## src/rtl/multi_ch_debouncer_if.sv

```systemverilog
// rtl/multi_ch_debouncer_if.sv - signal bundle between raw inputs, debouncer and consumer logic
// Purpose: groups the enable, raw inputs and debounced outputs/pulses of multi_ch_debouncer.
// Ports (signals):
//   en           - 1 = debounce active, 0 = freeze outputs and clear counters
//   db_i         - raw asynchronous inputs, one bit per channel
//   db_o         - debounced levels
//   rise_o       - one-cycle pulse when db_o[n] goes 0->1
//   fall_o       - one-cycle pulse when db_o[n] goes 1->0
//   any_change_o - OR of all rise_o/fall_o bits in the same cycle
//   long_o       - one-cycle long-press pulse per channel
// Modports: master drives en/db_i and observes outputs; slave is the debouncer.
interface multi_ch_debouncer_if #(
  parameter int NUM_CH = 4
);
  logic              en;
  logic [NUM_CH-1:0] db_i;
  logic [NUM_CH-1:0] db_o;
  logic [NUM_CH-1:0] rise_o;
  logic [NUM_CH-1:0] fall_o;
  logic              any_change_o;
  logic [NUM_CH-1:0] long_o;

  modport master (
    output en, db_i,
    input  db_o, rise_o, fall_o, any_change_o, long_o
  );

  modport slave (
    input  en, db_i,
    output db_o, rise_o, fall_o, any_change_o, long_o
  );
endinterface

```

## src/rtl/multi_ch_debouncer.sv

```systemverilog
// rtl/multi_ch_debouncer.sv - parametrised multi-channel debouncer with edge and long-press pulses
// Purpose: per channel, synchronise a raw input, require it to differ from the debounced
//   level for DB_CYCLES consecutive enabled cycles before adopting it, and emit registered
//   one-cycle rise/fall pulses. DB_CYCLES = (CLK_FREQ_HZ/1000000)*DEBOUNCE_US.
// Ports:
//   clk   - system clock
//   rst_n - asynchronous active-low reset
//   bus   - multi_ch_debouncer_if.slave (en, db_i, db_o, rise_o, fall_o, any_change_o, long_o)
// Optional feature: define LONG_PRESS_EN to enable per-channel hold counters that pulse
//   long_o[n] once per press after HOLD_CYCLES enabled cycles of db_o[n]==1.
//   Without it long_o is tied to 0 and HOLD_US is ignored.
module multi_ch_debouncer #(
  parameter int NUM_CH      = 4,
  parameter int CLK_FREQ_HZ = 100000000,
  parameter int DEBOUNCE_US = 10000,
  parameter int SYNC_STAGES = 2,
  parameter int RESET_LEVEL = 0,
  parameter int HOLD_US     = 1000000
) (
  input logic                 clk,
  input logic                 rst_n,
  multi_ch_debouncer_if.slave bus
);

  localparam int DB_CYCLES = (CLK_FREQ_HZ / 1000000) * DEBOUNCE_US;
  localparam int CNT_W     = $clog2(DB_CYCLES + 1);
  localparam logic [CNT_W-1:0]  CNT_LAST = CNT_W'(DB_CYCLES - 1);
  localparam logic [NUM_CH-1:0] RST_VEC  = {NUM_CH{RESET_LEVEL != 0}};

  // Synchroniser: a plain flop chain per channel, last stage feeds the debounce logic.
  logic [NUM_CH-1:0] sync_q [SYNC_STAGES];
  logic [NUM_CH-1:0] s;

  always_ff @(posedge clk or negedge rst_n) begin
    if (!rst_n) begin
      for (int i = 0; i < SYNC_STAGES; i++) sync_q[i] <= RST_VEC;
    end else begin
      sync_q[0] <= bus.db_i;
      for (int i = 1; i < SYNC_STAGES; i++) sync_q[i] <= sync_q[i-1];
    end
  end

  assign s = sync_q[SYNC_STAGES-1];

  // Stability counters and debounced state.
  logic [CNT_W-1:0]  cnt_q [NUM_CH];
  logic [CNT_W-1:0]  cnt_d [NUM_CH];
  logic [NUM_CH-1:0] db_q, db_d;
  logic [NUM_CH-1:0] rise_q, rise_d;
  logic [NUM_CH-1:0] fall_q, fall_d;
  logic              any_q;

  always_comb begin
    cnt_d  = cnt_q;
    db_d   = db_q;
    rise_d = '0;
    fall_d = '0;
    for (int c = 0; c < NUM_CH; c++) begin
      if (!bus.en || (s[c] == db_q[c])) begin
        // Any agreement (or a disabled cycle) restarts the stability window.
        cnt_d[c] = '0;
      end else if (cnt_q[c] == CNT_LAST) begin
        db_d[c]   = s[c];
        cnt_d[c]  = '0;
        rise_d[c] = s[c];
        fall_d[c] = ~s[c];
      end else begin
        cnt_d[c] = cnt_q[c] + 1'b1;
      end
    end
  end

  always_ff @(posedge clk or negedge rst_n) begin
    if (!rst_n) begin
      for (int c = 0; c < NUM_CH; c++) cnt_q[c] <= '0;
      db_q   <= RST_VEC;
      rise_q <= '0;
      fall_q <= '0;
      any_q  <= 1'b0;
    end else begin
      cnt_q  <= cnt_d;
      db_q   <= db_d;
      rise_q <= rise_d;
      fall_q <= fall_d;
      any_q  <= |(rise_d | fall_d);
    end
  end

  assign bus.db_o         = db_q;
  assign bus.rise_o       = rise_q;
  assign bus.fall_o       = fall_q;
  assign bus.any_change_o = any_q;

`ifdef LONG_PRESS_EN
  localparam int HOLD_CYCLES = (CLK_FREQ_HZ / 1000000) * HOLD_US;
  localparam int HOLD_W      = $clog2(HOLD_CYCLES + 1);
  localparam logic [HOLD_W-1:0] HOLD_MAX = HOLD_W'(HOLD_CYCLES);
  localparam logic [HOLD_W-1:0] HOLD_PRE = HOLD_W'(HOLD_CYCLES - 1);

  logic [HOLD_W-1:0] hold_q [NUM_CH];
  logic [NUM_CH-1:0] long_q;

  // Hold counter saturates at HOLD_MAX, so the pulse fires only on the step into
  // saturation: one pulse per press. It freezes (not clears) while en=0.
  always_ff @(posedge clk or negedge rst_n) begin
    if (!rst_n) begin
      for (int c = 0; c < NUM_CH; c++) hold_q[c] <= '0;
      long_q <= '0;
    end else begin
      long_q <= '0;
      for (int c = 0; c < NUM_CH; c++) begin
        if (!db_q[c]) begin
          hold_q[c] <= '0;
        end else if (bus.en && (hold_q[c] != HOLD_MAX)) begin
          hold_q[c] <= hold_q[c] + 1'b1;
          long_q[c] <= (hold_q[c] == HOLD_PRE);
        end
      end
    end
  end

  assign bus.long_o = long_q;
`else
  assign bus.long_o = '0;
`endif

endmodule
```

## src/flat_wrapper.sv

```systemverilog
// flat-port wrapper written by rule: the top's interface ports become plain ports
module multi_ch_debouncer_flat 
#(
  parameter int NUM_CH      = 4,
  parameter int CLK_FREQ_HZ = 100000000,
  parameter int DEBOUNCE_US = 10000,
  parameter int SYNC_STAGES = 2,
  parameter int RESET_LEVEL = 0,
  parameter int HOLD_US     = 1000000
)
  (clk, rst_n, bus_en, bus_db_i, bus_db_o, bus_rise_o, bus_fall_o, bus_any_change_o, bus_long_o);
  multi_ch_debouncer_if #(.NUM_CH(NUM_CH)) bus_i ();
  input logic clk;
  input logic rst_n;
  input wire logic [$bits(bus_i.en)-1:0] bus_en;
  input wire logic [$bits(bus_i.db_i)-1:0] bus_db_i;
  output wire logic [$bits(bus_i.db_o)-1:0] bus_db_o;
  output wire logic [$bits(bus_i.rise_o)-1:0] bus_rise_o;
  output wire logic [$bits(bus_i.fall_o)-1:0] bus_fall_o;
  output wire logic [$bits(bus_i.any_change_o)-1:0] bus_any_change_o;
  output wire logic [$bits(bus_i.long_o)-1:0] bus_long_o;
  assign bus_i.en = bus_en;
  assign bus_i.db_i = bus_db_i;
  assign bus_db_o = bus_i.db_o;
  assign bus_rise_o = bus_i.rise_o;
  assign bus_fall_o = bus_i.fall_o;
  assign bus_any_change_o = bus_i.any_change_o;
  assign bus_long_o = bus_i.long_o;
  multi_ch_debouncer #(.NUM_CH(NUM_CH), .CLK_FREQ_HZ(CLK_FREQ_HZ), .DEBOUNCE_US(DEBOUNCE_US), .SYNC_STAGES(SYNC_STAGES), .RESET_LEVEL(RESET_LEVEL), .HOLD_US(HOLD_US)) u_core (.clk(clk), .rst_n(rst_n), .bus(bus_i));
endmodule
```

## config.mk

```make
export PLATFORM = sky130hd
export DESIGN_NAME = multi_ch_debouncer_flat
export DESIGN_NICKNAME = d
export VERILOG_FILES = /design/src/rtl/multi_ch_debouncer_if.sv /design/src/rtl/multi_ch_debouncer.sv /design/src/flat_wrapper.sv
export SDC_FILE = /design/constraint.sdc
export NUM_CORES = 1
export LEC_CHECK = 0
export ABC_AREA = 1
export CAP_MARGIN = 20
export CORE_MARGIN = 4
export CORE_UTILIZATION = 45
export CTS_CLUSTER_DIAMETER = 200
export DETAILED_ROUTE_END_ITERATION = 7
export GPL_ROUTABILITY_DRIVEN = 0
export HOLD_SLACK_MARGIN = 0.05
export PLACE_DENSITY = 0.72
export SETUP_SLACK_MARGIN = 0.2
export SLEW_MARGIN = 20
export SYNTH_ARGS = -nofsm -noshare
export SYNTH_HDL_FRONTEND = slang
export SYNTH_SLANG_ARGS = --single-unit
```

## constraint.sdc

```tcl
create_clock -name clk -period 1.9 [get_ports clk]
set_input_delay 0.57 -clock clk [delete_from_list [all_inputs] [get_ports clk]]
set_output_delay 0.57 -clock clk [all_outputs]
set_load 0.01 [all_outputs]
```

# Yosys cells after proc, flatten, opt, wreduce, memory -nomap -nowiden
# Cells that the tools add are included.
dict set report totals {
  register_bits 101
  input_bits 7
  output_inout_bits 17
  wordCells 68
}
dict set report classes {
  add_sub_neg 4
  eq_ne 8
  mux 24
  bitwise 9
  n_reduce_logical 10
}
# cell count
set ops {}
lappend ops {{$mux 20} 8}
lappend ops {{$add 20x1->20 const B} 4}
lappend ops {{$eq 20x20->1 const B} 4}
lappend ops {{$mux 1} 16}
lappend ops {{$not 1->1} 8}
lappend ops {{$reduce_and 2->1} 4}
lappend ops {{$eq 1x1->1} 4}
lappend ops {{$logic_or 1x1->1} 4}
lappend ops {{$or 4x4->4} 1}
lappend ops {{$reduce_or 4->1} 1}
lappend ops {{$logic_not 1->1} 1}

# Longest topological paths before layout
# Gate-level depths: netlist of run 1.
dict set report logic_depth {
  depth_word 5
  ltp_mapped 9
  ltp_nobuf 9
}

# Worst setup path after synthesis of run 1
# No wires, ideal clock.
dict set report synth_path {
  path_kind {flip-flop to flip-flop}
  from {register u_core.cnt_q[20] (netlist bit)}
  to {register u_core.cnt_q[34] (netlist bit)}
  setup_time_ns 0.072
  arrival_ns 1.307
  required_time_ns 1.828
  setup_slack_ns 0.522
  path_stages_with_launch 9
  n_path_buf 0
  synth_period_minus_slack_ns 1.378
  cell_sequence {dfrtp_1 -> ha_1 -> nand3_2 -> inv_1 -> nand3_1 -> nor2_1 -> nor2_2 -> nand2_1 -> nor2_1}
}
# element line_no
set synth_rtl {}
lappend synth_rtl {{from (decl)} multi_ch_debouncer.sv:46} ;# logic [CNT_W-1:0] cnt_q [NUM_CH];
lappend synth_rtl {{from (signal assigned)} multi_ch_debouncer.sv:81} ;# cnt_q <= cnt_d;

# Worst setup path after layout of run 1
dict set report layout_path {
  from {register u_core.db_q[0] (netlist: u_core.bus.db_o[0])}
  to {output port bus_db_o[0]}
}
# element line_no
set layout_rtl {}
lappend layout_rtl {{from (decl)} multi_ch_debouncer.sv:48} ;# logic [NUM_CH-1:0] db_q, db_d;
lappend layout_rtl {{from (signal assigned)} multi_ch_debouncer.sv:76} ;# db_q <= RST_VEC;
lappend layout_rtl {{from (signal assigned)} multi_ch_debouncer.sv:82} ;# db_q <= db_d;
lappend layout_rtl {{to (decl)} flat_wrapper.sv:17} ;# output wire logic [$bits(bus_i.db_o)-1:0] bus_db_o;
# No word-level cell between the ends.

==> results by stage, run 1 <==
STA:
- In the final timing run, aggregate negative setup slack is 0 ns.
- Setup repair after global routing left no endpoint under its margin.
- The clock skew is 0.006591 ns.
- After layout, the minimum clock period comes to 1.646 ns.
- Of the available clock period, the critical path in the final layout requires 0.8665.
- The count of final setup violators is 0.
- The count of final max-slew check failures is 0.
- On the final layout, the worst hold slack is 0.3499 ns.
- The final hold violation count is 0.
- The highest attainable clock frequency is ~0.61 GHz.

Global route:
- The initial antenna violation count is 0.
- The first global-routing pass estimated 18640 um of wire.
- Across every metal layer, demand over resource in global routing totals 0.1704.
- Entering global routing, the biggest net connects 45 pins.
- Summed over all layers, the global routing overflow is 0.
- The number of global-route vias before repair is 4177.

Floorplanning:
- The core region is 11520 um^2.
- The number of placement rows is 39.
- For this configuration, the core starts out at a cell density of 0.4651.
- 24 I/O pins were placed.
- The die covers 13710 um^2.
- The horizontal die dimension is ~120 um.
- The die is 117.1 um tall.

CTS:
- The cell sitting at the root of the clock tree is a sky130_fd_sc_hd__clkbuf_16.
- Clock-pin slew was measured on the worst setup and hold paths at about 0.060 ns.
- The latest clock arrival within the worst-skew pair is roughly 0.34 ns.
- TritonCTS created 9 clock buffers.
- The tree built by TritonCTS fans out to 101 sinks.
- CTS built an H-tree with a depth of 3.
- TritonCTS built the clock tree.
- The clock passes through at most 2 buffers.

Power:
- The net switching fraction of the power is 0.2119.
- Summed over all cells, the static leakage comes to 2.675 nW.
- The share of total power dissipated in the clock network is 0.430.
- Across the VDD grid, the largest voltage drop is between 0.0005 and 0.0006 V.
- Total power for the finished layout comes to 0.004107 W.
- In this run the power density over the cells is 667.1 nW/um^2.
- The share of total power dissipated in combinational logic is 0.039.
- Cell internal power was estimated by the tool at ~0.0032 W.
- The sequential fraction of design power is 0.531.
- For this design the total switching power over the nets is between 0.0008 and 0.0009 W.

Detailed routing:
- In this run the remaining antenna-violating nets after routing total 0.
- For this run, design rule violations remaining after detail routing come to 0.
- The total routed wirelength is around 11000 um.
- The detailed-route wire length per cell is about 12 um.
- The post-detailed-route via-to-cell ratio is 4.974.
- The iteration count of the initial detailed-routing pass is 5.
- The via count is ~4400.
- The first routing iteration left 240 violations.

Synth:
- The share of flip-flops with an asynchronous set or reset is 1.000.
- The register bit total from synthesis is 101.
- The netlist uses 30 different library cells.
- The most frequently used flop master after synthesis is sky130_fd_sc_hd__dfrtp_1.
- In this run, synthesis inferred 0 flip-flops with an integrated enable.
- Counting every instance in the synthesized netlist gives roughly 690.
- The sequential share of the synthesized area is 0.4719.
- The count of yosys warnings during synthesis is 0.
- The synthesized cell area is about 5400 um^2.
- After synthesis, the mean cell area works out to slightly below 8 um^2.

Worst hold path:
- The worst hold path was traced through 0 stages.
- The kind of path behind the tightest hold check is reg -> reg.

Setup path:
- The top fanout value on the critical path is 4.
- The number of logic stages on the critical path including buffering is 1.
- The critical path startpoint category is a flip-flop.
- In this design, the largest share of critical-path delay is due to flip-flops.
- The buffering stage count on the worst path with inverters included is 1.
- The worst setup path is captured at an output pin.
- The signal on the critical path passes through dlygate4sd2_1.
- The data arrival time at the worst-slack endpoint is 1.08 ns.
- For the worst setup path, the data required time is 1.33 ns.
- The worst reg-to-reg path cell count is 8.
- The critical path's slowest cell is sky130_fd_sc_hd__dfrtp_1.
- The type of the worst setup path is reg -> out.
- The delay of the slowest cell on the worst path is 0.43 ns.

Cells and area:
- The number of fill cells in the layout is 1081.
- At the end of the flow, the number of nets in the layout was 740.
- The count of cells in the finished layout, fillers not included, comes to 876.
- The number of antenna diodes is 0.
- Of the cells placed in the final design, the portion with a size suffix greater than 1 is 0.1255.
- Summing all non-filler instances in the final layout gives an area of 6156 um^2.
- The area growth from synthesis to layout is 14.93%.

Place:
- The wire-length estimate of the detail-placed layout is 8002 um.
- Buffers placed on the I/O ports in this run total 19.
- The area of placed instances is ~5800 um^2.
- The number of placed cells counting well taps is 858.

Flow run:
- The count of max-cap constraint violations is 0.

Run status:
- The flow ran to the end, and the final reports show no timing, DRC or antenna violations.
-- registers in the layout (all words and copies together), names as in the netlist --
name	count
u_core.bus.any_change_o	1
u_core.bus.rise_o	4
u_core.s	4
u_core.sync_q	4
u_core.cnt_q	80
u_core.bus.db_o	4
u_core.bus.fall_o	4
-- kinds of logic after synthesis --
| family | count (synthesis) | synth area share |
|---|---|---|
| DFF | 101 | 0.4719 |
| AOI/OAI and AO/OA | 20 | 0.02126 |
| other | 1 | 0.0007001 |
| buffers and inverters | 78 | 0.05886 |
| xor gates and xnor gates | 33 | 0.05396 |
| and+or+nand+nor | 448 | 0.3840 |
| adders and majority gates | 4 | 0.009344 |
-- path summary, 6_finish.rpt --
kind                       slack (ns)                         end                           start
setup / recovery                 0.25                 bus_db_o[0]  u_core.bus.db_o[0]$_DFFE_PN0P_
setup reg to reg                 0.36  u_core.cnt_q[74]$_DFF_PN0_      u_core.cnt_q[60]$_DFF_PN0_
hold / removal                   0.35       u_core.s[3]$_DFF_PN0_      u_core.sync_q[7]$_DFF_PN0_
max in group asynchronous        0.81  u_core.cnt_q[59]$_DFF_PN0_                           rst_n
min in group asynchronous        0.60  u_core.cnt_q[26]$_DFF_PN0_                           rst_n
hold reg to reg                  0.35       u_core.s[3]$_DFF_PN0_      u_core.sync_q[7]$_DFF_PN0_
-- metal layers --
layer,GRT usage,routed length [um],vias up
li1,-,-,2213
met1,0.2249,4888,2044
met2,0.2852,5226,91
met3,0.03805,435,9
met4,0.04587,113,0
met5,0,0,-
-- power by group through the flow --
stage          sequential [W]  combinational, W  clock [W]
2_1_floorplan         0.00222         0.0000673          0
3_3_place_gp          0.00222          0.000161          0
3_5_place_dp          0.00222          0.000165          0
4_1_cts               0.00218          0.000166    0.00181
5_1_grt               0.00218          0.000187    0.00191
6_report              0.00218          0.000162    0.00176
-- layout by cell type (no fill, tap or decap), types with 2 or more instances in the layout --
cell type | Yosys | final
sky130_fd_sc_hd__a21oi_1 | 10 | 10
sky130_fd_sc_hd__a31oi_1 | 2 | 2
sky130_fd_sc_hd__buf_12 | 0 | 4
sky130_fd_sc_hd__buf_4 | 4 | 12
sky130_fd_sc_hd__clkbuf_1 | 0 | 2
sky130_fd_sc_hd__clkbuf_16 | 0 | 9
sky130_fd_sc_hd__clkdlybuf4s50_1 | 0 | 4
sky130_fd_sc_hd__clkinvlp_4 | 0 | 2
sky130_fd_sc_hd__conb_1 | 1 | 4
sky130_fd_sc_hd__dfrtp_1 | 101 | 101
sky130_fd_sc_hd__dlygate4sd2_1 | 0 | 13
sky130_fd_sc_hd__ha_1 | 4 | 3
sky130_fd_sc_hd__inv_1 | 64 | 64
sky130_fd_sc_hd__inv_2 | 9 | 9
sky130_fd_sc_hd__nand2_1 | 146 | 146
sky130_fd_sc_hd__nand2_2 | 12 | 12
sky130_fd_sc_hd__nand2_4 | 2 | 2
sky130_fd_sc_hd__nand3_1 | 43 | 42
sky130_fd_sc_hd__nand3_2 | 6 | 7
sky130_fd_sc_hd__nand4_1 | 13 | 13
sky130_fd_sc_hd__nor2_1 | 182 | 179
sky130_fd_sc_hd__nor2_2 | 9 | 12
sky130_fd_sc_hd__nor2_4 | 15 | 15
sky130_fd_sc_hd__nor3_1 | 8 | 8
sky130_fd_sc_hd__nor3_2 | 3 | 2
sky130_fd_sc_hd__nor3_4 | 1 | 2
sky130_fd_sc_hd__nor3b_1 | 7 | 7
sky130_fd_sc_hd__o21ai_0 | 4 | 4
sky130_fd_sc_hd__xnor2_1 | 9 | 9
sky130_fd_sc_hd__xor2_1 | 24 | 24
-- worst register-to-register path: cells and delay by family, from the launching register on --
family / cells / cell delay, ns
fa+ha+maj: 1 / 0.20
buf+inv: 1 / 0.07
flops: 1 / 0.39
simple gates: 6 / 0.76
-- layout make-up --
class                   instances  area, um^2  share of cell area
well taps                     143       178.9             0.02907
inverters                      73       274.0             0.04451
flip-flops and latches        101        2527              0.4106
multi-input cells             509        2546              0.4136
clock inverters                 4       50.05            0.008130
repair buffers                 35       346.6             0.05630
clock buffers                  11       232.7             0.03780
-- Yosys cell counts (2+ instances only) --
master                    number  area share
sky130_fd_sc_hd__o21ai_0       4      0.0037
sky130_fd_sc_hd__ha_1          4      0.0093
sky130_fd_sc_hd__nand2_1     146        0.10
sky130_fd_sc_hd__a21oi_1      10      0.0093
sky130_fd_sc_hd__nor3b_1       7      0.0098
sky130_fd_sc_hd__nand2_4       2      0.0042
sky130_fd_sc_hd__nand3_2       6       0.011
sky130_fd_sc_hd__inv_2         9      0.0063
sky130_fd_sc_hd__buf_4         4      0.0056
sky130_fd_sc_hd__nor2_4       15       0.032
sky130_fd_sc_hd__nand4_1      13       0.015
sky130_fd_sc_hd__dfrtp_1     101        0.47
sky130_fd_sc_hd__inv_1        64       0.045
sky130_fd_sc_hd__nand3_1      43       0.040
sky130_fd_sc_hd__nor3_1        8      0.0075
sky130_fd_sc_hd__a31oi_1       2      0.0023
sky130_fd_sc_hd__xor2_1       24       0.039
sky130_fd_sc_hd__nor3_2        3      0.0056
sky130_fd_sc_hd__nor2_1      182        0.13
sky130_fd_sc_hd__nor2_2        9       0.011
sky130_fd_sc_hd__nand2_2      12       0.014
sky130_fd_sc_hd__xnor2_1       9       0.015
-- repair_timing --
action | in CTS | in global routing
hold endpoints to repair | 0 | 5
pin swaps | 0 | 1
hold buffers | 0 | 1
endpoints found under the setup margin | 13 | 22
gates resized for setup | 13 | 7
setup buffers | 2 | 0
-- metrics by stage --
| step | util | worst slack [ns] |
|---|---|---|
| finish | 0.5346 | 0.2537 |
| global placement | 0.5072 | -0.02630 |
| detailed placement | 0.5072 | -0.08260 |
| CTS | 0.5316 | 0.2334 |
| floorplan | - | 0.5216 |
| global route | 0.5346 | 0.2021 |
Power figures use the tool's default switching activity.
==> run 2: changes to the inputs <==
--- a/config.mk
+++ b/config.mk
@@ -13,6 +13,7 @@
 export DETAILED_ROUTE_END_ITERATION = 7
 export GPL_ROUTABILITY_DRIVEN = 0
 export HOLD_SLACK_MARGIN = 0.05
+export MAX_ROUTING_LAYER = met4
 export PLACE_DENSITY = 0.72
 export SETUP_SLACK_MARGIN = 0.2
 export SLEW_MARGIN = 20
==> results by stage, run 2 (synthesis results as in run 1) <==
CTS:
- The cell at the root of the clock tree is sky130_fd_sc_hd__clkbuf_16.
- The clock transition at the registers of the reported paths was 0.07 ns (about the same).
- The total clock buffers created by CTS is 9 (unchanged).
- The latest clock arrival within the worst-skew pair was 0.34 ns (about the same).
- The number of sinks on the clock net is 101 (unchanged).
- The maximum level of the CTS H-tree is 3 (unchanged).
- The clock tree from TritonCTS is built.
- The worst-case clock buffer depth is 2 (unchanged).

Setup path:
- The type of the worst setup path is reg -> out.
- The launch point of the worst reg-to-reg path is u_core.cnt_q[40]$_DFF_PN0_.
- Walking the worst path, the cells encountered are dlygate4sd2_1.
- The critical path's slowest cell is sky130_fd_sc_hd__dfrtp_1.
- STA classifies the critical path startpoint as a flip-flop.
- In this run the critical register-to-register path is captured at u_core.cnt_q[49]$_DFF_PN0_.
- The worst setup path is captured at an output pin.
- The data arrival time at the worst-slack endpoint came to 1.08 ns (about the same).
- The delay of the slowest cell on the worst path is 0.43 ns (about the same).
- The kind of cell with the highest combined delay along the critical path is flip-flops.
- The top fanout value on the critical path is 4 (unchanged).
- The buffering stage count on the worst path with inverters included is 1 (unchanged).
- The required arrival time at the worst endpoint is 1.33 ns (about the same).
- The worst reg-to-reg path cell count is 8 (unchanged).
- The minimum setup slack among reg-to-reg paths is 0.36 ns (about the same).

Global route:
- The largest net degree at the start of global routing is 45 (unchanged).
- The global-route wire length before repair is 18640 um (unchanged).
- The initial antenna violation count is 0 (unchanged).
- The number of global-route vias before repair is 4171 (-0.14%).
- The remaining global-route overflow is 0 (unchanged).
- The global-route usage over all layers is 0.1752 (+0.004835).

STA:
- The final hold violation count is 0 (unchanged).
- Setup repair after global routing left no endpoint under its margin.
- The count of final setup violators is 0 (unchanged).
- The share of the clock period used by the worst path was 0.8675 (+0.001013).
- The minimum clock period was 1.648 ns (+0.001924 ns).
- The worst hold slack is 0.3501 ns (+0.0001300 ns).
- The highest attainable clock frequency came to 0.6067 GHz (-0.12%).
- The count of final max-slew check failures is 0 (unchanged).
- The clock skew is 0.007141 ns (+0.0005504 ns).

Floorplanning:
- The top-level I/O count is 24 (unchanged).
- The overall die area is 13710 um^2 (unchanged).
- The starting density of the core is 0.4651 (unchanged).
- The number of placement rows is 39 (unchanged).
- The horizontal die dimension is 117.1 um (unchanged).
- The core area is 11520 um^2 (unchanged).
- The die extent in y is 117.1 um (unchanged).

Detailed routing:
- The top routing layer in use is met4.
- The DRC violations left is 0 (unchanged).
- The met3 routed wirelength is 440 um (+1.1%).
- The iteration count of the initial detailed-routing pass is 5 (unchanged).
- The detailed-route wire length per cell is 12.11 um (-0.51%).
- The first-iteration detailed-routing DRC count is 217 (-9.6%).
- The detailed route wirelength on metal2 is 5203 um (-0.44%).
- The length of routed wiring on met1 is 4868 um (-0.41%).
- The via count is 4348 (-0.21%).
- The post-detailed-route via-to-cell ratio is 4.963 (-0.21%).
- The total routed wirelength is 10610 um (-0.51%).
- The number of nets still failing antenna checks after routing was 0 (unchanged).

Worst hold path:
- The number of instances on the worst hold path is 0 (unchanged).
- For hold timing, the worst endpoint is u_core.s[3]$_DFF_PN0_.
- In this run the worst hold path is classified as reg -> reg.
- The worst hold path begins at u_core.sync_q[7]$_DFF_PN0_.

Cells and area:
- The fraction of final layout cells sized beyond drive strength 1 came to 0.1255 (unchanged).
- The register with the highest flop count is u_core.cnt_q.
- The most common library cell in the layout ignoring fill and taps is sky130_fd_sc_hd__nor2_1.
- The number of nets at the end of the flow is 740 (unchanged).
- The area growth from synthesis to layout is 14.93% (unchanged).
- The number of antenna diodes is 0 (unchanged).
- The number of fill cells in the layout came to 1081 (unchanged).
- The cell area after layout is 6156 um^2 (unchanged).
- The count of placed standard cells in the final layout, fillers left out is 876 (unchanged).
- The number of flip-flops in the largest register is 80 (unchanged).
- The top cell types in the final layout, fill and taps aside, are sky130_fd_sc_hd__nor2_1 (179), sky130_fd_sc_hd__nand2_1 (146), sky130_fd_sc_hd__dfrtp_1 (101).

Place:
- The number of port buffers is 19 (unchanged).
- The post-DP HPWL was 8002 um (unchanged).
- The area of placed instances is 5841 um^2 (unchanged).
- The number of placed cells counting well taps is 858 (unchanged).

Flow run:
- The count of max-cap constraint violations is 0 (unchanged).

Power:
- The power density over the cells is 667.0 nW/um^2 (about the same).
- The peak supply drop was 0.0005631 V (+0.11%).
- The leakage power summed over all cells is 2.675 nW (unchanged).

Run status:
- The run finished with clean final reports.
[run 2: cell counts in the layout (fill, tap and decap cells not counted)]
Identical to the previous run, type by type.
[run 2: timing repair]
item	CTS	global route
endpoints found under the hold margin	0	5
setup endpoints to repair	13	22
pin swaps	0	1
setup buffers	2	0
gates cloned	0	0
hold buffers	0	1
gates resized for setup	13	7
[run 2: worst max path at each step]
stage | cells past startpoint | from | slack [ns] | endpoint
floorplan | 8 | u_core.cnt_q[20]$_DFF_PN0_ | 0.52 | u_core.cnt_q[34]$_DFF_PN0_
global placement | 6 | bus_en | -0.03 | u_core.bus.db_o[3]$_DFFE_PN0P_
detailed placement | 6 | bus_en | -0.08 | u_core.bus.db_o[3]$_DFFE_PN0P_
CTS | 1 | u_core.bus.db_o[0]$_DFFE_PN0P_ | 0.23 | bus_db_o[0]
global route | 1 | u_core.bus.db_o[0]$_DFFE_PN0P_ | 0.21 | bus_db_o[0]
finish | 1 | u_core.bus.db_o[0]$_DFFE_PN0P_ | 0.25 | bus_db_o[0]
[run 2: routing by layer]
metal | up-vias | GRT usage
li1 | 2212 | -
met1 | 2042 | 0.2259
met2 | 85 | 0.2848
met3 | 9 | 0.03548
met4 | 0 | 0.04587
met5 | - | -
[run 2: cell type report]
cell class                      count  area, um^2  share of cell area
Clock buffer                       11       232.7             0.03780
Sequential cell                   101        2527              0.4106
Clock inverter                      4       50.05            0.008130
Inverter                           73       274.0             0.04451
Multi-Input combinational cell    509        2546              0.4136
Tap cell                          143       178.9             0.02907
Timing Repair Buffer               35       346.6             0.05630
[run 2: power by group]
part	switching, W	internal, W	leakage, nW	total (W)
sequential	0.0000136	0.00217	1.39	0.00218
clock	0.000752	0.00101	0.132	0.00176
combinational	0.000105	0.0000579	1.15	0.000162
total	0.000870	0.00324	2.68	0.00411
[run 2: metrics by stage]
| stage | power, W | setup slack [ns] | utilization | setup TNS (ns) |
|---|---|---|---|---|
| after floorplan | 0.002284 | 0.5216 | - | 0 |
| after global placement | 0.002381 | -0.02630 | 0.5072 | -0.02630 |
| after detailed placement | 0.002386 | -0.08260 | 0.5072 | -0.7090 |
| after CTS | 0.004159 | 0.2334 | 0.5316 | 0 |
| after global routing | 0.004271 | 0.2056 | 0.5346 | 0 |
| final | 0.004106 | 0.2518 | 0.5346 | 0 |
==> run 3: changes to the inputs <==
--- a/config.mk
+++ b/config.mk
@@ -14,7 +14,7 @@
 export GPL_ROUTABILITY_DRIVEN = 0
 export HOLD_SLACK_MARGIN = 0.05
 export MAX_ROUTING_LAYER = met4
-export PLACE_DENSITY = 0.72
+export PLACE_DENSITY = 0.65
 export SETUP_SLACK_MARGIN = 0.2
 export SLEW_MARGIN = 20
 export SYNTH_ARGS = -nofsm -noshare
==> results by stage, run 3 (synthesis results as in run 1) <==
Cells and area:
- The number of nets at the end of the flow is 737 (-0.41%).
- The number of flip-flops in the largest register is 80 (unchanged).
- The most common library cell in the layout ignoring fill and taps is sky130_fd_sc_hd__nor2_1.
- From synthesis to final layout, the design area changed by 14.81%.
- The number of fill cells in the layout was 1085 (+0.37%).
- The fraction of final layout cells sized beyond drive strength 1 was 0.1219 (-0.003594).
- The count of placed standard cells in the final layout, fillers left out was 873 (-0.34%).
- In the layout the commonest cells are sky130_fd_sc_hd__nor2_1 (180), sky130_fd_sc_hd__nand2_1 (146), sky130_fd_sc_hd__dfrtp_1 (101).
- The number of antenna diodes is 0 (unchanged).
- The register with the highest flop count is u_core.cnt_q.

Power:
- The overall power after layout is 0.004184 W (+1.9%).
- The power density over the cells is 680.3 nW/um^2 (+2.0%).
- The peak supply drop was 0.0004334 V (-23%).
- The leakage power summed over all cells is 2.677 nW (about the same).

Flow run:
- The count of max-cap constraint violations is 0 (unchanged).

Detailed routing:
- The via count is 4278 (-1.6%).
- The met3 routed wirelength is 407 um (-7.5%).
- The post-detailed-route via-to-cell ratio was 4.900 (-1.3%).
- The total routed wirelength was 10870 um (+2.4%).
- The length of routed wiring on met1 is 5213 um (+7.1%).
- The detailed route wirelength on metal2 is 5104 um (-1.9%).
- The iteration count of the initial detailed-routing pass is 4 (-1).
- The first-iteration detailed-routing DRC count came to 285 (+31%).
- The detailed-route wire length per cell came to 12.45 um (+2.8%).
- The number of nets still failing antenna checks after routing is 0 (unchanged).
- The detailed router used layers up to and including met4.
- The DRC violations left is 0 (unchanged).

Floorplanning:
- The die extent in y is 117.1 um (unchanged).
- The number of placement rows came to 39 (unchanged).
- The starting density of the core is 0.4651 (unchanged).
- The horizontal die dimension came to 117.1 um (unchanged).
- The overall die area is 13710 um^2 (unchanged).
- The top-level I/O count is 24 (unchanged).
- The core area is 11520 um^2 (unchanged).

STA:
- The clock skew was 0.006162 ns (-0.0009794 ns).
- The minimum clock period is 1.654 ns (+0.005495 ns).
- The worst hold slack is 0.1711 ns (-0.1789 ns).
- The share of the clock period used by the worst path is 0.8704 (+0.002892).
- The highest attainable clock frequency is 0.6047 GHz (-0.33%).
- The count of final setup violators is 0 (unchanged).
- The count of final max-slew check failures was 0 (unchanged).
- The final hold violation count is 0 (unchanged).
- Setup repair after global routing could not meet its margin everywhere.

Setup path:
- The type of the worst setup path is reg -> out.
- The critical path's slowest cell is sky130_fd_sc_hd__dfrtp_1.
- The worst setup path endpoint is bus_db_o[1].
- The critical path launch point is u_core.bus.db_o[1]$_DFFE_PN0P_.
- The top fanout value on the critical path is 4 (unchanged).
- The required arrival time at the worst endpoint is 1.33 ns (about the same).
- The worst reg-to-reg path cell count came to 6 (-2).
- The critical path goes through dlygate4sd2_1.
- The critical path startpoint category is a flip-flop.
- The number of logic stages on the critical path including buffering was 1 (unchanged).
- The minimum setup slack among reg-to-reg paths came to 0.32 ns (-0.04 ns).
- The endpoint of the lowest-slack register-to-register path is u_core.cnt_q[23]$_DFF_PN0_.
- The critical path capture point type is an output pin.
- The cell family contributing the most delay on the critical path is flip-flops.
- The launch point of the worst reg-to-reg path is u_core.cnt_q[20]$_DFF_PN0_.
- The delay of the slowest cell on the worst path came to 0.43 ns (about the same).
- The data arrival time at the worst-slack endpoint was 1.08 ns (about the same).
- The buffering stage count on the worst path with inverters included is 1 (unchanged).

CTS:
- The maximum level of the CTS H-tree is 3 (unchanged).
- The total clock buffers created by CTS is 9 (unchanged).
- The clock transition at the registers of the reported paths is 0.07 ns (about the same).
- In this run the clock root is driven by a sky130_fd_sc_hd__clkbuf_16.
- The clock tree from TritonCTS is built.
- The hold buffer count at cts came to 0 (unchanged).
- The number of sinks on the clock net is 101 (unchanged).
- The worst-case clock buffer depth was 2 (unchanged).
- The latest clock arrival within the worst-skew pair is 0.34 ns (about the same).

Place:
- The number of port buffers came to 19 (unchanged).
- The number of placed cells counting well taps is 856 (-0.23%).
- The post-DP HPWL was 8117 um (+1.4%).

Run status:
- The run finished with clean final reports.

Global route:
- The largest net degree at the start of global routing is 44 (-2.2%).
- The initial antenna violation count is 0 (unchanged).
- The global-route wire length before repair is 19440 um (+4.3%).
- The number of global-route vias before repair was 4242 (+1.7%).
- The global-route usage over all layers came to 0.1825 (+0.007285).
- The remaining global-route overflow was 0 (unchanged).

Worst hold path:
- The kind of path behind the tightest hold check is in -> async.
run 3: final cells by class:
type / count / area, um^2 / share of cell area
clock buffers: 9 / 225.2 / 0.03662
clock inverters: 6 / 63.81 / 0.01038
inverters: 73 / 274.0 / 0.04456
multi-input cells: 509 / 2546 / 0.4140
flip-flops and latches: 101 / 2527 / 0.4110
well taps: 143 / 178.9 / 0.02909
repair buffers: 32 / 334.1 / 0.05432
run 3: worst min-delay path by stage:
stage                          startpoint                           endpoint  slack [ns]  cells past startpoint
2_1_floorplan                       rst_n  u_core.bus.any_change_o$_DFF_PN0_        0.27                      0
3_3_place_gp   u_core.sync_q[5]$_DFF_PN0_              u_core.s[1]$_DFF_PN0_        0.33                      0
3_5_place_dp   u_core.sync_q[5]$_DFF_PN0_              u_core.s[1]$_DFF_PN0_        0.34                      0
4_1_cts                             rst_n         u_core.cnt_q[14]$_DFF_PN0_        0.18                      1
5_1_grt                             rst_n     u_core.bus.db_o[3]$_DFFE_PN0P_        0.20                      1
6_report                            rst_n         u_core.cnt_q[15]$_DFF_PN0_        0.17                      1
run 3: stage by stage:
stage	instance area, um^2	TNS, ns	utilization	worst slack, ns
after global placement	5838	-0.2092	0.5070	-0.04370
after floorplan	5368	0	-	0.5216
after global routing	6150	0	0.5340	0.1820
after CTS	6126	0	0.5319	0.2292
after detailed placement	5838	-0.6871	0.5070	-0.09995
final	6150	0	0.5340	0.2463
run 3: repair_timing:
item	in CTS	in global routing
setup buffers	2	0
gates resized for setup	13	6
hold endpoints to repair	0	0
setup endpoints to repair	13	12
run 3: where the power goes:
part | internal [W] | leakage [nW] | switching, W
clock | 0.00101 | 0.138 | 0.000828
sequential | 0.00216 | 1.39 | 0.0000135
combinational | 0.0000573 | 1.15 | 0.000105
run 3: per-layer routing:
layer	up-vias	global-route usage
met4	0	0.04664
li1	2206	-
met1	1987	0.2412
met2	72	0.2867
met5	-	-
met3	13	0.04165
